### src/rtl/mac_accumulator_if.sv
// rtl/mac_accumulator_if.sv - product stream in, packet result out, for the MAC accumulator
// The master side feeds products and takes results; the slave side is the accumulator.
interface mac_accumulator_if #(
  parameter int PROD_W = 64,
  parameter int ACC_W  = 72,
  parameter int CNT_W  = 16
);
  logic [PROD_W-1:0] prod_in;
  logic              prod_valid;
  logic              prod_last;
  logic              prod_ready;
  logic [ACC_W-1:0]  acc_out;
  logic [CNT_W-1:0]  cnt_out;
  logic              ovf_out;
  logic              out_valid;
  logic              out_ready;

  modport master (
    output prod_in, prod_valid, prod_last, out_ready,
    input  prod_ready, acc_out, cnt_out, ovf_out, out_valid
  );

  modport slave (
    input  prod_in, prod_valid, prod_last, out_ready,
    output prod_ready, acc_out, cnt_out, ovf_out, out_valid
  );
endinterface

### src/rtl/mac_accumulator.sv
// rtl/mac_accumulator.sv - signed product accumulator emitting one dot-product per packet
// Sums sign-extended products per packet, with optional saturation and a sticky overflow flag.
module mac_accumulator #(
  parameter int PROD_W   = 64,
  parameter int ACC_W    = 72,
  parameter int CNT_W    = 16,
  parameter bit SATURATE = 1'b1
) (
  input  logic              clk,
  input  logic              rst,
  mac_accumulator_if.slave  bus
);

  typedef enum logic [1:0] {IDLE = 2'd0, ACCUM = 2'd1, DONE = 2'd2} state_t;

  state_t                   state, state_nx;
  logic signed [PROD_W-1:0] prod_s;
  logic signed [ACC_W-1:0]  prod_sext;
  logic signed [ACC_W-1:0]  acc, acc_nx, clamp;
  logic signed [ACC_W:0]    sum_w;
  logic [CNT_W-1:0]         cnt, cnt_nx;
  logic                     ovf, ovf_nx;
  logic                     ready, accept, overflow;

  assign prod_s    = bus.prod_in;
  assign prod_sext = ACC_W'(prod_s);
  assign ready     = (state != DONE);
  assign accept    = bus.prod_valid & ready;

  // One guard bit: overflow whenever the guard and the ACC_W sign disagree.
  assign sum_w    = {acc[ACC_W-1], acc} + {prod_sext[ACC_W-1], prod_sext};
  assign overflow = sum_w[ACC_W] ^ sum_w[ACC_W-1];
  assign clamp    = sum_w[ACC_W] ? {1'b1, {(ACC_W-1){1'b0}}} : {1'b0, {(ACC_W-1){1'b1}}};

  always_ff @(posedge clk or posedge rst) begin
    if (rst) begin
      state <= IDLE;
    end else begin
      state <= state_nx;
    end
  end

  always_comb begin
    state_nx = state;
    case (state)
      IDLE, ACCUM: begin
        if (accept) begin
          state_nx = bus.prod_last ? DONE : ACCUM;
        end
      end
      DONE: begin
        if (bus.out_ready) begin
          state_nx = IDLE;
        end
      end
      default: state_nx = IDLE;
    endcase
  end

  always_comb begin
    bus.prod_ready = ready & ~rst;
    bus.out_valid  = (state == DONE);
    bus.acc_out    = acc;
    bus.cnt_out    = cnt;
    bus.ovf_out    = ovf;
  end

  always_comb begin
    acc_nx = acc;
    cnt_nx = cnt;
    ovf_nx = ovf;
    if (accept) begin
      if (state == IDLE) begin
        acc_nx = prod_sext;
        cnt_nx = CNT_W'(1);
        ovf_nx = 1'b0;
      end else begin
        acc_nx = sum_w[ACC_W-1:0];
        if (overflow) begin
          ovf_nx = 1'b1;
          if (SATURATE) begin
            acc_nx = clamp;
          end
        end
        if (cnt != {CNT_W{1'b1}}) begin
          cnt_nx = cnt + CNT_W'(1);
        end
      end
    end
  end

  always_ff @(posedge clk or posedge rst) begin
    if (rst) begin
      acc <= '0;
      cnt <= '0;
      ovf <= 1'b0;
    end else begin
      acc <= acc_nx;
      cnt <= cnt_nx;
      ovf <= ovf_nx;
    end
  end

endmodule

### src/flat_wrapper.sv
// flat-port wrapper written by rule: the top's interface ports become plain ports
module mac_accumulator_flat 
#(
  parameter int PROD_W   = 64,
  parameter int ACC_W    = 72,
  parameter int CNT_W    = 16,
  parameter bit SATURATE = 1'b1
)
  (clk, rst, bus_prod_in, bus_prod_valid, bus_prod_last, bus_out_ready, bus_prod_ready, bus_acc_out, bus_cnt_out, bus_ovf_out, bus_out_valid);
  mac_accumulator_if #(.PROD_W(PROD_W), .ACC_W(ACC_W), .CNT_W(CNT_W)) bus_i ();
  input  logic clk;
  input  logic rst;
  input wire logic [$bits(bus_i.prod_in)-1:0] bus_prod_in;
  input wire logic [$bits(bus_i.prod_valid)-1:0] bus_prod_valid;
  input wire logic [$bits(bus_i.prod_last)-1:0] bus_prod_last;
  input wire logic [$bits(bus_i.out_ready)-1:0] bus_out_ready;
  output wire logic [$bits(bus_i.prod_ready)-1:0] bus_prod_ready;
  output wire logic [$bits(bus_i.acc_out)-1:0] bus_acc_out;
  output wire logic [$bits(bus_i.cnt_out)-1:0] bus_cnt_out;
  output wire logic [$bits(bus_i.ovf_out)-1:0] bus_ovf_out;
  output wire logic [$bits(bus_i.out_valid)-1:0] bus_out_valid;
  assign bus_i.prod_in = bus_prod_in;
  assign bus_i.prod_valid = bus_prod_valid;
  assign bus_i.prod_last = bus_prod_last;
  assign bus_i.out_ready = bus_out_ready;
  assign bus_prod_ready = bus_i.prod_ready;
  assign bus_acc_out = bus_i.acc_out;
  assign bus_cnt_out = bus_i.cnt_out;
  assign bus_ovf_out = bus_i.ovf_out;
  assign bus_out_valid = bus_i.out_valid;
  mac_accumulator #(.PROD_W(PROD_W), .ACC_W(ACC_W), .CNT_W(CNT_W), .SATURATE(SATURATE)) u_core (.clk(clk), .rst(rst), .bus(bus_i));
endmodule
### config.mk
export PLATFORM = sky130hd
export DESIGN_NAME = mac_accumulator_flat
export DESIGN_NICKNAME = d
export VERILOG_FILES = /design/src/rtl/mac_accumulator_if.sv /design/src/rtl/mac_accumulator.sv /design/src/flat_wrapper.sv
export SDC_FILE = /design/constraint.sdc
export NUM_CORES = 1
export LEC_CHECK = 0
export CAP_MARGIN = 20
export CORE_ASPECT_RATIO = 2
export CORE_MARGIN = 2
export CORE_UTILIZATION = 55
export DETAILED_ROUTE_END_ITERATION = 10
export HOLD_SLACK_MARGIN = 0.03
export PLACE_DENSITY = 0.82
export SYNTH_ARGS = -nofsm -noshare
export SYNTH_HDL_FRONTEND = slang
export SYNTH_SLANG_ARGS = --single-unit
export TNS_END_PERCENT = 30
### constraint.sdc
create_clock -name clk -period 4.21 [get_ports clk]
set_clock_uncertainty 0.15 [all_clocks]
set_input_delay 0.842 -clock clk [delete_from_list [all_inputs] [get_ports clk]]
set_output_delay 0.842 -clock clk [all_outputs]
set_load 0.05 [all_outputs]
### Yosys cells after proc, flatten, opt, wreduce, memory -nomap -nowiden

Index checks and enable logic that the tools add are counted.

| word-level totals | value |
|---|---|
| output and inout port bits | 91 |
| word-level logic and storage cells | 34 |
| bits of input ports | 69 |
| bits in registers | 91 |

| cells by class | value |
|---|---|
| reductions and logical operators | 7 |
| bitwise operators | 4 |
| add/subtract/negate cells | 2 |
| mux-type cells | 11 |
| equality and inequality tests | 6 |

Operator list:

| cell | count |
|---|---|
| $mux 72 | 3 |
| $add 72x64->73 | 1 |
| $mux 16 | 2 |
| $add 16x1->16 const B | 1 |
| $ne 16x16->1 const B | 1 |
| $mux 2 | 3 |
| $reduce_and 2->1 | 3 |
| $ne 2x2->1 const B | 2 |
| $pmux 2 s2 | 1 |
| $reduce_bool 2->1 | 2 |
| $and 1x1->1 | 2 |
| $eq 2x1->1 const B | 1 |
| $eq 2x2->1 const B | 1 |
| $logic_not 2->1 | 1 |
| $mux 1 | 2 |
| $ne 2x1->1 const B | 1 |
| $reduce_or 2->1 | 1 |
| $not 1->1 | 1 |
| $xor 1x1->1 | 1 |

### Logic depth before layout (Yosys ltp)

Gate-level depths: netlist of the first run.

| logic depth | value |
|---|---|
| depth after elaboration | 4 |
| mapped depth | 16 |
| mapped depth without buffers | 14 |

### Worst setup path after synthesis of the first run

OpenSTA, ideal clock, no wires.

| timing | value |
|---|---|
| path kind | input -> register |
| start | input bus_prod_in[0] |
| end | register u_core.acc[41] (netlist: u_core.bus.acc_out[41]) |
| path buffers | 2 |
| data arrival time | 3.382 ns |
| cell stages on the path | 16 |
| required time | 3.926 ns |
| setup slack | 0.545 ns |
| setup time | 0.134 ns |
| cell sequence | ha_1 > inv_1 > fa_1 > nand2b_1 > a21o_1 > a21o_1 > a21oi_2 > o2111ai_2 > a21oi_2 > o21ai_2 > nand3b_1 > o22a_2 > buf_4 > buf_4 > o21ai_1 > a21oi_4 |

| between the ends | value |
|---|---|
| cells in the longest elaborated chain, start to end | 4 |
| elaborated cells between the ends (all ways) | 5 |
| classes of those cells | add/sub (1); mux (3); bitwise (1) |

Ends and longest elaborated chain:

| item | RTL line | text |
|---|---|---|
| start, declared | flat_wrapper.sv:13 | `input wire logic [$bits(bus_i.prod_in)-1:0] bus_prod_in;` |
| $add 72x64->73 (*) | mac_accumulator.sv:31 | `assign sum_w = {acc[ACC_W-1], acc} + {prod_sext[ACC_W-1], prod_sext};` |
| $mux 72 / $xor 1x1->1 (equally long branches) | mac_accumulator.sv:33, mac_accumulator.sv:32 |  |
| $mux 72 (*) | mac_accumulator.sv:79 | `if (overflow) begin` |
| $mux 72 (*) | mac_accumulator.sv:73 | `if (state == IDLE) begin` |
| end signal, assigned | mac_accumulator.sv:98 | `acc <= acc_nx;` |
| end, declared | mac_accumulator.sv:19 | `logic signed [ACC_W-1:0] acc, acc_nx, clamp;` |

Every way passes the cells marked *; elsewhere a longest branch is shown, timed or not.
A chain may end at the register's enable or synchronous reset.

### Worst setup path after layout of the first run

| timing | value |
|---|---|
| start | input bus_prod_in[34] |
| end | register u_core.acc[52] (netlist: u_core.bus.acc_out[52]) |

Same word-level chain as after synthesis.

==> out/metrics.yaml, run 1 <==
cts_made_buffers: 9
cts_root_buf: "clkbuf_16"
starting_utilization_of_the_core_area_pct: 56.2
path_class: "in2reg"
status: "complete, no violations"
worst_setup_path_start_kind: "input pin"
grt_start_max_net_pins: 72
relative_slew_slack_pct: 36.1
worst_setup_hold_path_clk_slew_ns: 0.07
timing_hold_violations_final: 0
synth-async-reset-ratio_pct: 100
ys_seq_elements: 91
post_synth_main_area_contributors: "dfrtp_1 24%, ha_1 9.7%, a21oi_4 9.2%"
synthToLayoutAreaGrowth_pct: 26.5
worst_setup_path_end_kind: "flip-flop"
cts_tree: "yes"
overall_die_area_um2: 18300
finalNetCount: 1476
post-route-min-period_ns: 4.01
syn_area_per_cell_um2: 8.20
gp_routability_congestion: 0.999
placeableCoreArea_um2: 16800
port-buffer-count: 159
rsz0062_at_grt: "no"
hold_class: "reg2reg"
tritoncts_num_sinks: 91
tightestPinTransition_ns: 0.955
grt_pass1_vias: 10000
htree_levels: 3
min_period_over_period_pct: 95.3
synth_top_area_share_pct: 24.2
std_cell_rows: 67
post-synth-top-area-cell: "dfrtp_1"
drt-initial-drc-count: 416
route.final.wire_length_um: 29700
synth_edf_count: 0
drt-vias-per-instance: 6.27
power.density_nw_per_um2: 927
yosysUniqueCellTypes: 69
insertion_delay_ns: 0.36
cp.required_ns: 4.29
cts.path.max_buffers: 2
setup_viol_count_final: 0
global_route.usage.total_pct: 33.1
cp_max_fo: 14
cts_post_setup_buffers_inserted: 0
synthesis.yosys.warnings: 0
number_of_violations_of_the_max_capacitance_limit: 0
drt_drc_violations_left: 0
synthesis.nets: 1291
die_w_um: 96.5
totalNegativeSetupSlack_ns: 0
dieHeight_um: 189
yosysSeqAreaShare_pct: 24.2
detail_route.first_pass.iterations: 5
globalRouteOverflowTotal: 0
rrSetupSlack_ns: 0.72
netlist_instances: 1148
synth-main-ff-cell: "dfrtp_1"
vdd.ir_drop.worst_mv: 0.560
hpwlAfterDp_um: 22700
wire_length_of_the_first_global_routing_pass_um: 47700
final_core_util_pct: 71.0
arrival_ns: 4.10
leakagePower_nw: 4.90
grt_antenna_before_repair: 1
synth_area_um2: 9420
post_route_cells_drive_above_1_share_pct: 14.3
io_pins: 160
antenna_left: 0
clock.fmax_mhz: 249
detail_route.wl_per_cell_um: 19.2
final_max_slew_viol_count: 0
routed-via-count: 9696
[path summary, 6_finish.rpt]
| check | from | endpoint | cells past startpoint |
|---|---|---|---|
| min in group asynchronous | rst | u_core.bus.cnt_out[0] | 2 |
| max reg2reg | u_core.bus.acc_out[34] | u_core.bus.acc_out[52] | 13 |
| max | bus_prod_in[34] | u_core.bus.acc_out[52] | 14 |
| min reg2reg | u_core.state[1] | u_core.state[0] | 1 |
| min | u_core.state[1] | u_core.state[0] | 1 |
| max in group asynchronous | rst | u_core.bus.acc_out[40] | 3 |
[state kept, by name, summed over array words and instances, names as in the netlist]
name,cells
u_core.bus.ovf_out,1
u_core.bus.acc_out,72
u_core.bus.cnt_out,16
u_core.state,2
[synthesized netlist by cell type (8+ instances only)]
| master | count |
|---|---|
| nand2_1 | 148 |
| o21ai_0 | 117 |
| a21oi_1 | 99 |
| dfrtp_1 | 91 |
| ha_1 | 73 |
| or3_1 | 67 |
| nor2_1 | 58 |
| a21oi_4 | 53 |
| xnor2_1 | 47 |
| clkbuf_1 | 42 |
| a21o_1 | 36 |
| inv_1 | 32 |
| xor2_1 | 27 |
| nand4_1 | 25 |
| nand3_1 | 19 |
| o211ai_1 | 17 |
| buf_2 | 16 |
| o21ai_1 | 16 |
| a21oi_2 | 14 |
| nor3_1 | 13 |
| a31oi_1 | 11 |
| and3_1 | 11 |
| nand2b_1 | 10 |
| o21bai_1 | 10 |
| and2_1 | 8 |
[cell families after synthesis]
group	count (synthesis)	share of synthesized area (%)
AOI/OAI and AO/OA	429	33.9
buffers and inverters	101	5.47
muxes	1	0.120
and+or+nand+nor	378	19.5
DFF	91	24.2
adders and majority gates	74	9.91
xor gates and xnor gates	74	6.88
[final cells by class]
type | instances | area (µm²)
Multi-Input combinational cell | 956 | 6650
Fill cell | 1347 | 4860
Timing Repair Buffer | 243 | 2300
Sequential cell | 91 | 2280
Tap cell | 207 | 259
Clock buffer | 10 | 229
Inverter | 32 | 121
Clock inverter | 6 | 72.6
Antenna cell | 1 | 2.50
[repair_timing]
action	in CTS	in global routing
setup endpoints to repair	0	1
resized for setup	0	3
hold buffers	0	0
[where the power goes]
group	switching (mW)	internal [mW]	total, mW
combinational	5.31	3.27	8.58
sequential	0.355	1.24	1.59
clock	0.401	0.468	0.870
total	6.07	4.97	11.0
[through the flow]
step	worst slack, ns	instances	power (mW)	instance area, µm²	hold slack [ns]
finish	0.196	1546	11.0	11900	0.324
global route	0.0216	1546	11.7	11900	0.349
CTS	0.217	1545	11.0	11900	0.324
detailed placement	-0.124	1529	10.0	11600	0.321
global placement	-0.0412	1529	9.91	11600	0.309
floorplan	0.545	1148	7.57	9420	0.288
[routing by layer]
layer	GRT usage [%]	routed length (µm)
met5	0	0
met4	24.5	2320
met3	3.94	1280
met2	60.2	16100
met1	32.9	9990
[layout by cell type, fill, tap and decap left out, drive strengths merged, types with 11 or more instances in the layout]
| master | count |
|---|---|
| a21o | 36 |
| a21oi | 166 |
| a31oi | 11 |
| and3 | 11 |
| buf | 84 |
| clkdlybuf4s50 | 159 |
| dfrtp | 91 |
| ha | 73 |
| inv | 33 |
| nand2 | 148 |
| nand3 | 19 |
| nand4 | 25 |
| nor2 | 58 |
| nor3 | 13 |
| o211ai | 17 |
| o21ai | 134 |
| or3 | 67 |
| xnor2 | 47 |
| xor2 | 27 |
[critical path: stages]
cell and delay (ns):
clkdlybuf4s50_1 0.47, ha_1 0.39, a21oi_1 0.23, o21ai_0 0.17, a221oi_1 0.38, o21ai_1 0.17, a21oi_2 0.21, o31ai_4 0.12
a21oi_2 0.18, a211o_1 0.14, o211a_1 0.16, and2_4 0.29, buf_12 0.25, a21oi_4 0.07
(Power assumes the default switching activity.)
==> run 2: changes to the inputs <==
--- a/config.mk
+++ b/config.mk
@@ -12,6 +12,7 @@
 export DETAILED_ROUTE_END_ITERATION = 10
 export HOLD_SLACK_MARGIN = 0.03
 export PLACE_DENSITY = 0.82
+export SKIP_CTS_REPAIR_TIMING = 1
 export SYNTH_ARGS = -nofsm -noshare
 export SYNTH_HDL_FRONTEND = slang
 export SYNTH_SLANG_ARGS = --single-unit
==> results of run 2 <==
No change in the layout: final DEF, timing and power equal those of run 1.
